<file path="src/rtl/ccm_buf_ctrl.sv">
// rtl/ccm_buf_ctrl.sv - streaming FIFO controller over the CCM 257x8 register array
// Slot CAP is the park slot that absorbs the array's unconditional write when no word is accepted.
module ccm_buf_ctrl #(
  parameter int DW    = 8,
  parameter int PTR_W = 9,
  parameter int CAP   = 256
) (
  input  logic             clk,
  input  logic             rst_n,
  input  logic             in_valid,
  output logic             in_ready,
  input  logic [DW-1:0]    in_data,
  output logic [PTR_W-1:0] arr_wr_ptr,
  output logic [DW-1:0]    arr_data_in,
  output logic [PTR_W-1:0] arr_rd_ptr,
  input  logic [DW-1:0]    arr_data_out,
  output logic             out_valid,
  input  logic             out_ready,
  output logic [DW-1:0]    out_data,
  output logic [8:0]       occupancy,
  output logic             full,
  output logic             empty
);

  localparam int HW = PTR_W - 1;

  logic [HW-1:0]    r_wr_head;
  logic [HW-1:0]    r_rd_head;
  logic [PTR_W-1:0] r_mem_cnt;
  logic             r_inflight;
  logic [DW-1:0]    r_skid0;
  logic [DW-1:0]    r_skid1;
  logic [1:0]       r_skid_cnt;

  logic       w_wr_fire;
  logic       w_pop;
  logic       w_rd_fire;
  logic [2:0] w_credit_used;
  logic [2:0] w_credit_lim;

  assign in_ready   = !rst_n && (r_mem_cnt != PTR_W'(CAP));
  assign w_wr_fire  = in_valid && in_ready;
  assign w_pop      = out_valid && out_ready;

  // A read may issue only if its result will find room in the skid buffer after this cycle's pop.
  assign w_credit_used = 3'(r_inflight) + 3'(r_skid_cnt);
  assign w_credit_lim  = 3'd2 + 3'(w_pop);
  assign w_rd_fire     = (r_mem_cnt != '0) && (w_credit_used < w_credit_lim);

  assign arr_wr_ptr  = w_wr_fire ? {1'b0, r_wr_head} : PTR_W'(CAP);
  assign arr_data_in = in_data;
  assign arr_rd_ptr  = {1'b0, r_rd_head};

  assign out_valid = (r_skid_cnt != 2'd0);
  assign out_data  = r_skid0;
  assign occupancy = 9'(r_mem_cnt) + 9'(r_inflight) + 9'(r_skid_cnt);
  assign full      = (r_mem_cnt == PTR_W'(CAP));
  assign empty     = (occupancy == 9'd0);

  always_ff @(posedge clk) begin
    if (rst_n) begin
      r_wr_head  <= '0;
      r_rd_head  <= '0;
      r_mem_cnt  <= '0;
      r_inflight <= 1'b0;
      r_skid0    <= '0;
      r_skid1    <= '0;
      r_skid_cnt <= 2'd0;
    end else begin
      if (w_wr_fire) r_wr_head <= r_wr_head + 1'b1;
      if (w_rd_fire) r_rd_head <= r_rd_head + 1'b1;
      r_mem_cnt  <= r_mem_cnt + PTR_W'(w_wr_fire) - PTR_W'(w_rd_fire);
      r_inflight <= w_rd_fire;
      r_skid_cnt <= r_skid_cnt + 2'(r_inflight) - 2'(w_pop);
      // The captured word lands at position skid_cnt - pop.
      case ({r_inflight, w_pop})
        2'b01: r_skid0 <= r_skid1;
        2'b10: begin
          if (r_skid_cnt == 2'd0) r_skid0 <= arr_data_out;
          else                    r_skid1 <= arr_data_out;
        end
        2'b11: begin
          if (r_skid_cnt == 2'd1) begin
            r_skid0 <= arr_data_out;
          end else begin
            r_skid0 <= r_skid1;
            r_skid1 <= arr_data_out;
          end
        end
        default: ;
      endcase
    end
  end

endmodule

</file>
<file path="config.mk">
export PLATFORM = sky130hd
export DESIGN_NAME = ccm_buf_ctrl
export DESIGN_NICKNAME = d
export VERILOG_FILES = /design/src/rtl/ccm_buf_ctrl.sv
export SDC_FILE = /design/constraint.sdc
export NUM_CORES = 1
export LEC_CHECK = 0
export CAP_MARGIN = 10
export CORE_UTILIZATION = 45
export CTS_CLUSTER_DIAMETER = 120
export DETAILED_ROUTE_END_ITERATION = 8
export DONT_BUFFER_PORTS = 1
export SLEW_MARGIN = 20
export SYNTH_ARGS = -nofsm -noshare
export SYNTH_HDL_FRONTEND = slang
export SYNTH_SLANG_ARGS = --single-unit
</file>
<file path="constraint.sdc">
create_clock -name clk -period 3.39 [get_ports clk]
set_input_delay 0.1695 -clock clk [delete_from_list [all_inputs] [get_ports clk]]
set_output_delay 0.1695 -clock clk [all_outputs]
set_load 0.01 [all_outputs]
</file>
# ---- Word level (Yosys, flattened, before mapping)
# Index checks and enable logic that the tools add are counted.
# Widths: inputs -> output; s select.
dict set report totals {
  wordCells 47
  in_bits 20
  regBits 44
}
dict set report op_classes {
  reduce_logical 13
  order_cmp 1
  muxes 7
  n_eq_ne 9
  add_sub_neg 10
}
# op n
set op_table {}
lappend op_table {{$mux 8} 4}
lappend op_table {{$pmux 8 s3} 1}
lappend op_table {{$add 9x1->9} 2}
lappend op_table {{$add 8x1->8 const B} 2}
lappend op_table {{$pmux 8 s2} 1}
lappend op_table {{$add 9x2->9} 1}
lappend op_table {{$eq 9x9->1 const B} 1}
lappend op_table {{$logic_not 9->1} 1}
lappend op_table {{$mux 9} 1}
lappend op_table {{$ne 9x9->1 const B} 1}
lappend op_table {{$reduce_bool 9->1} 1}
lappend op_table {{$sub 9x1->9} 1}
lappend op_table {{$ne 2x2->1 const B} 3}
lappend op_table {{$eq 2x1->1 const B} 2}
lappend op_table {{$eq 2x2->1 const B} 2}
lappend op_table {{$logic_and 1x1->1} 4}
lappend op_table {{$reduce_bool 2->1} 2}
lappend op_table {{$add 1x2->3} 1}
lappend op_table {{$add 2x1->3 const A} 1}
lappend op_table {{$lt 3x3->1} 1}
lappend op_table {{$reduce_and 3->1} 1}
lappend op_table {{$reduce_bool 3->1} 1}
lappend op_table {{$add 2x1->2} 1}
lappend op_table {{$logic_not 2->1} 1}
lappend op_table {{3 further kinds} 3}

# ---- Logic depth before layout (Yosys ltp)
dict set report logic_depth {
  word_depth 6
  ltp_mapped 16
  depth_no_buf 14
}

# ---- Least setup slack after synthesis
# Ideal clock, no wire load.
dict set report synth_timing {
  path_type {reg2reg}
  startpoint {register r_mem_cnt[2]}
  endpoint {register r_mem_cnt[8]}
  path_buffers 2
  path_slack_ns 0.239
  required_time_ns 3.269
  period_less_slack_ns 3.151
  arrival_ns 3.030
  stages_incl_launch_ff 17
  path_cell_list {dfxtp_1 buf_2 inv_1 ha_1 nand2_1 o21a_1 clkbuf_1 inv_1 ha_1 inv_1 ha_1 inv_1 fa_1 nor2b_1 o311a_1 o22ai_1 mux2_2}
}
dict set report synth_via {
  elab_chain_len 5
  word_cells_on_any_way 7
}
# item line
set synth_lines {}
lappend synth_lines {{from (decl)} 29} ;# logic [PTR_W-1:0] r_mem_cnt;
lappend synth_lines {{from (signal assigned)} 72} ;# r_mem_cnt <= r_mem_cnt + PTR_W'(w_wr_fire) - PTR_W'(w_rd_fire);
lappend synth_lines {{$ne 9x9->1} 41} ;# assign in_ready = !rst_n && (r_mem_cnt != PTR_W'(CAP));
lappend synth_lines {{$logic_and 1x1->1} 41}
lappend synth_lines {{$logic_and 1x1->1} 42} ;# assign w_wr_fire = in_valid && in_ready;
lappend synth_lines {{$add 9x1->9} 72}
lappend synth_lines {{$sub 9x1->9 (*)} 72}
# Mark *: on every way between the ends. The rest lies on a longest branch, timed or not.
# A chain may end at the register's enable or synchronous reset.

# ---- Worst setup path after layout
dict set report layout_timing {
  startpoint {register r_inflight}
  endpoint {register r_mem_cnt[7]}
}
dict set report layout_via {
  elab_chain_len 4
}
# item line
set layout_lines {}
lappend layout_lines {{from (decl)} 30} ;# logic r_inflight;
lappend layout_lines {{from (signal assigned)} 73} ;# r_inflight <= w_rd_fire;
lappend layout_lines {{$add 1x2->3} 46} ;# assign w_credit_used = 3'(r_inflight) + 3'(r_skid_cnt);
lappend layout_lines {{$lt 3x3->1} 48} ;# assign w_rd_fire = (r_mem_cnt != '0) && (w_credit_used < w_credit_lim);
lappend layout_lines {{$logic_and 1x1->1} 48}
lappend layout_lines {{net w_rd_fire} 37} ;# logic w_rd_fire;
lappend layout_lines {{$sub 9x1->9} 72}
# The timed path passes the listed nets, and every way through them passes these cells.

==> out/metrics.yaml <==
sta:
  period_needed_ns: 3.125
  hold_ws_ns: 0.01373
  setup_violations: 0
  max_freq_ghz: 0.3200
  finalSetupTns_ns: 0
  slew_headroom_pct: 59.73
  finalHoldViolCount: 0
  clock_skew_ns: 0.01123
  rsz0062_at_grt: "no"
  fin_crit_sh_pct: 92.20
  tightest_slew_ns: 0.6040
  final_max_slew_viol_count: 0
floorplanning:
  io_pins: 67
  dieHeight_um: 80.67
  die-area_um2: 6508
  num_rows: 28
  die_w_um: 80.67
  core_region_area_um2: 5956
  initial_core_util_pct: 46.76
final_layout:
  drive_gt1_share_pct: 9.615
  final_nets: 358
  area.growth.synth_to_final_pct: 6.200
  fin_area_um2: 2958
  fill_cells: 587
  layout_common_cells: "dfxtp_1 (43), nor2_1 (34), ha_1 (24), inv_1 (19), mux2i_1 (17)"
  diodes: 0
  final_common_cell: "dfxtp_1"
drt:
  vias: 2165
  route.detailed.drc: 0
  vias_per_cell: 5.594
  routedWlPerCell_um: 14.46
  postRouteAntennaNets: 0
  wl_um: 5596
  first_pass_iters: 4
  drt_iter0_markers: 51
yosys:
  synth_area_per_cell_um2: 8.814
  syn_inst: 316
  synth_edf_count: 0
  netlist.area_leader.share_pct: 31.63
  ys_seq_area_share_pct: 31.63
  synth.area.top_cells: "dfxtp_1 (32%), ha_1 (11%), mux2i_1 (6.1%)"
  yosys.area.top_type: "dfxtp_1"
  synth.distinct_cells: 52
  async_flop_share_pct: 0
  ys_ff_latch: 44
  yosysWarnings: 0
  synth_nets: 363
  synth_ff_type: "dfxtp_1"
  synth_area_um2: 2785
cts:
  cts_made_buffers: 5
  post_cts_buffers: 0
  cts-htree-levels: 2
  cts_tree: "built"
  cts_sinks: 44
  root_buffer: "clkbuf_8"
  clock_path_buffers: 2
  clk_latency_ns: 0.30
  cts.clk_slew.worst_paths_ns: 0.09
critical_path:
  path_buf_inv: 1
  path_cells: "ha_1 > ha_1 > o21a_1 > nor3_1 > ha_1 > inv_1 > ha_1 > a211oi_1 > or3_1 > a211oi_1 > mux2_2"
  critical_path.max_fanout: 5
  critical_path.slowest_cell: "or3_1"
  worstSetupStartpointType: "register"
  cpLargestDelayFamily: "adder cells"
  critPathKind: "reg -> reg"
  max_stage_delay_ns: 0.40
  cp.required_ns: 3.58
  cpMostUsedCell: "ha_1"
  setup.worst_path.end_class: "register"
  crit_arrival_ns: 3.32
power_and_ir_drop:
  peakVddDrop_uv: 370.5
  p_sw_share_pct: 42.70
  p_sw_uw: 1140
  p_leak_uw: 0.001241
  p_per_area_nw_per_um2: 902.6
  p_clk_share_pct: 16.1
  p_comb_share_pct: 52.6
  p_seq_share_pct: 31.3
  intPower_uw: 1530
outcome:
  status: "complete, no violations"
grt:
  grt_pass1_wl_um: 9128
  antenna_found_initial: 0
  grt_max_degree: 34
  first_global_vias: 1978
  track_usage_pct: 18.32
  overflow: 0
placed_design:
  hpwl_um: 4101
  io_buffers: 0
  placed_cell_area_um2: 2815
  gp_congestion: 0.8427
job:
  drv_cap: 0
worst_hold_path:
  hp-class: "in -> reg"
## worst reg2reg max path: cells and delay by family, from the launching register on
family          cells  cell delay [ns]
fa+ha+maj           4             1.03
simple gates        2             0.65
compound gates      3             0.53
flops               1             0.38
mux                 1             0.37
buf+inv             1             0.06
## worst paths after layout
| kind | from | end | slack (ns) | cells after the start |
|---|---|---|---|---|
| hold / removal | arr_data_out[4] | r_skid1[4] | 0.01 | 2 |
| setup / recovery | r_inflight | r_mem_cnt[7] | 0.26 | 11 |
| setup reg to reg | r_inflight | r_mem_cnt[7] | 0.26 | 11 |
| hold reg to reg | r_wr_head[7] | r_wr_head[7] | 0.48 | 2 |
## through the flow
stage / utilization (%) / std cells / setup slack (ns) / power, µW
floorplan: - / 316 / 0.2391 / 1955
global placement: 47.27 / 378 / 0.3956 / 2241
detailed placement: 47.27 / 378 / 0.2564 / 2243
CTS: 49.64 / 387 / 0.2269 / 2688
global route: 49.66 / 387 / 0.05972 / 2933
finish: 49.66 / 387 / 0.2645 / 2670
## cell type report
cell class | count | area, µm² | share of cell area, %
clock inverter | 2 | 38.79 | 1.311
tap | 75 | 93.84 | 3.173
multi-input combinational | 232 | 1709 | 57.78
sequential | 44 | 882.1 | 29.82
clock buffer | 6 | 82.58 | 2.792
inverter | 19 | 71.32 | 2.411
timing repair buffer | 9 | 80.08 | 2.707
## flip-flops by register name (all words and copies together), names as in the netlist
| name | count |
|---|---|
| r_rd_head | 8 |
| r_inflight | 1 |
| r_skid_cnt | 2 |
| out_data | 8 |
| r_mem_cnt | 9 |
| r_skid1 | 8 |
| r_wr_head | 8 |
## synthesized netlist by cell type (3+ instances only)
master    count
nor2_1       34
buf_2         3
nor2b_1      11
clkbuf_1      5
or2_2         3
a21oi_1       9
buf_1         3
buf_4         9
mux2_2        5
mux2i_1      17
o21ai_2       3
a211oi_1     12
nand2b_1      4
fa_1          3
or3_1         6
dfxtp_1      44
inv_1        19
and2_1        9
ha_1         24
nor3_1        7
xnor2_1      11
nor4_1        7
nand2_1      10
or4_1         3
nand3_1       8
o21ai_0       6
## repair_timing
action                                  4_1_cts  5_1_grt
hold buffers                                  1        0
resized for setup                             0        1
endpoints found under the hold margin        33        0
endpoints found under the setup margin        0        1
## power groups by stage
stage | registers (µW) | clock network [µW] | logic [µW]
2_1_floorplan | 819 | 0 | 1140
3_5_place_dp | 851 | 0 | 1390
5_1_grt | 868 | 467 | 1600
6_report | 837 | 430 | 1400
3_3_place_gp | 846 | 0 | 1390
4_1_cts | 838 | 442 | 1410
## metal layers
metal / share of wire [%] / global-route usage, % / vias up
met5: 0 / 0 / -
met4: 1.6 / 6.429 / 0
met3: 6.0 / 6.364 / 10
met2: 46 / 30.51 / 52
met1: 46 / 21.63 / 1002
li1: - / - / 1101
## cell families after synthesis
kind of cell    after synthesis  share of synthesized area (%)
compound gates               50                          12.53
xor+xnor                     13                          4.088
mux                          22                          8.131
simple gates                119                          23.54
buf+inv                      40                          7.008
flops                        44                          31.63
other cells                   1                         0.1346
fa+ha+maj                    27                          12.94
(Power assumes the default switching activity.)
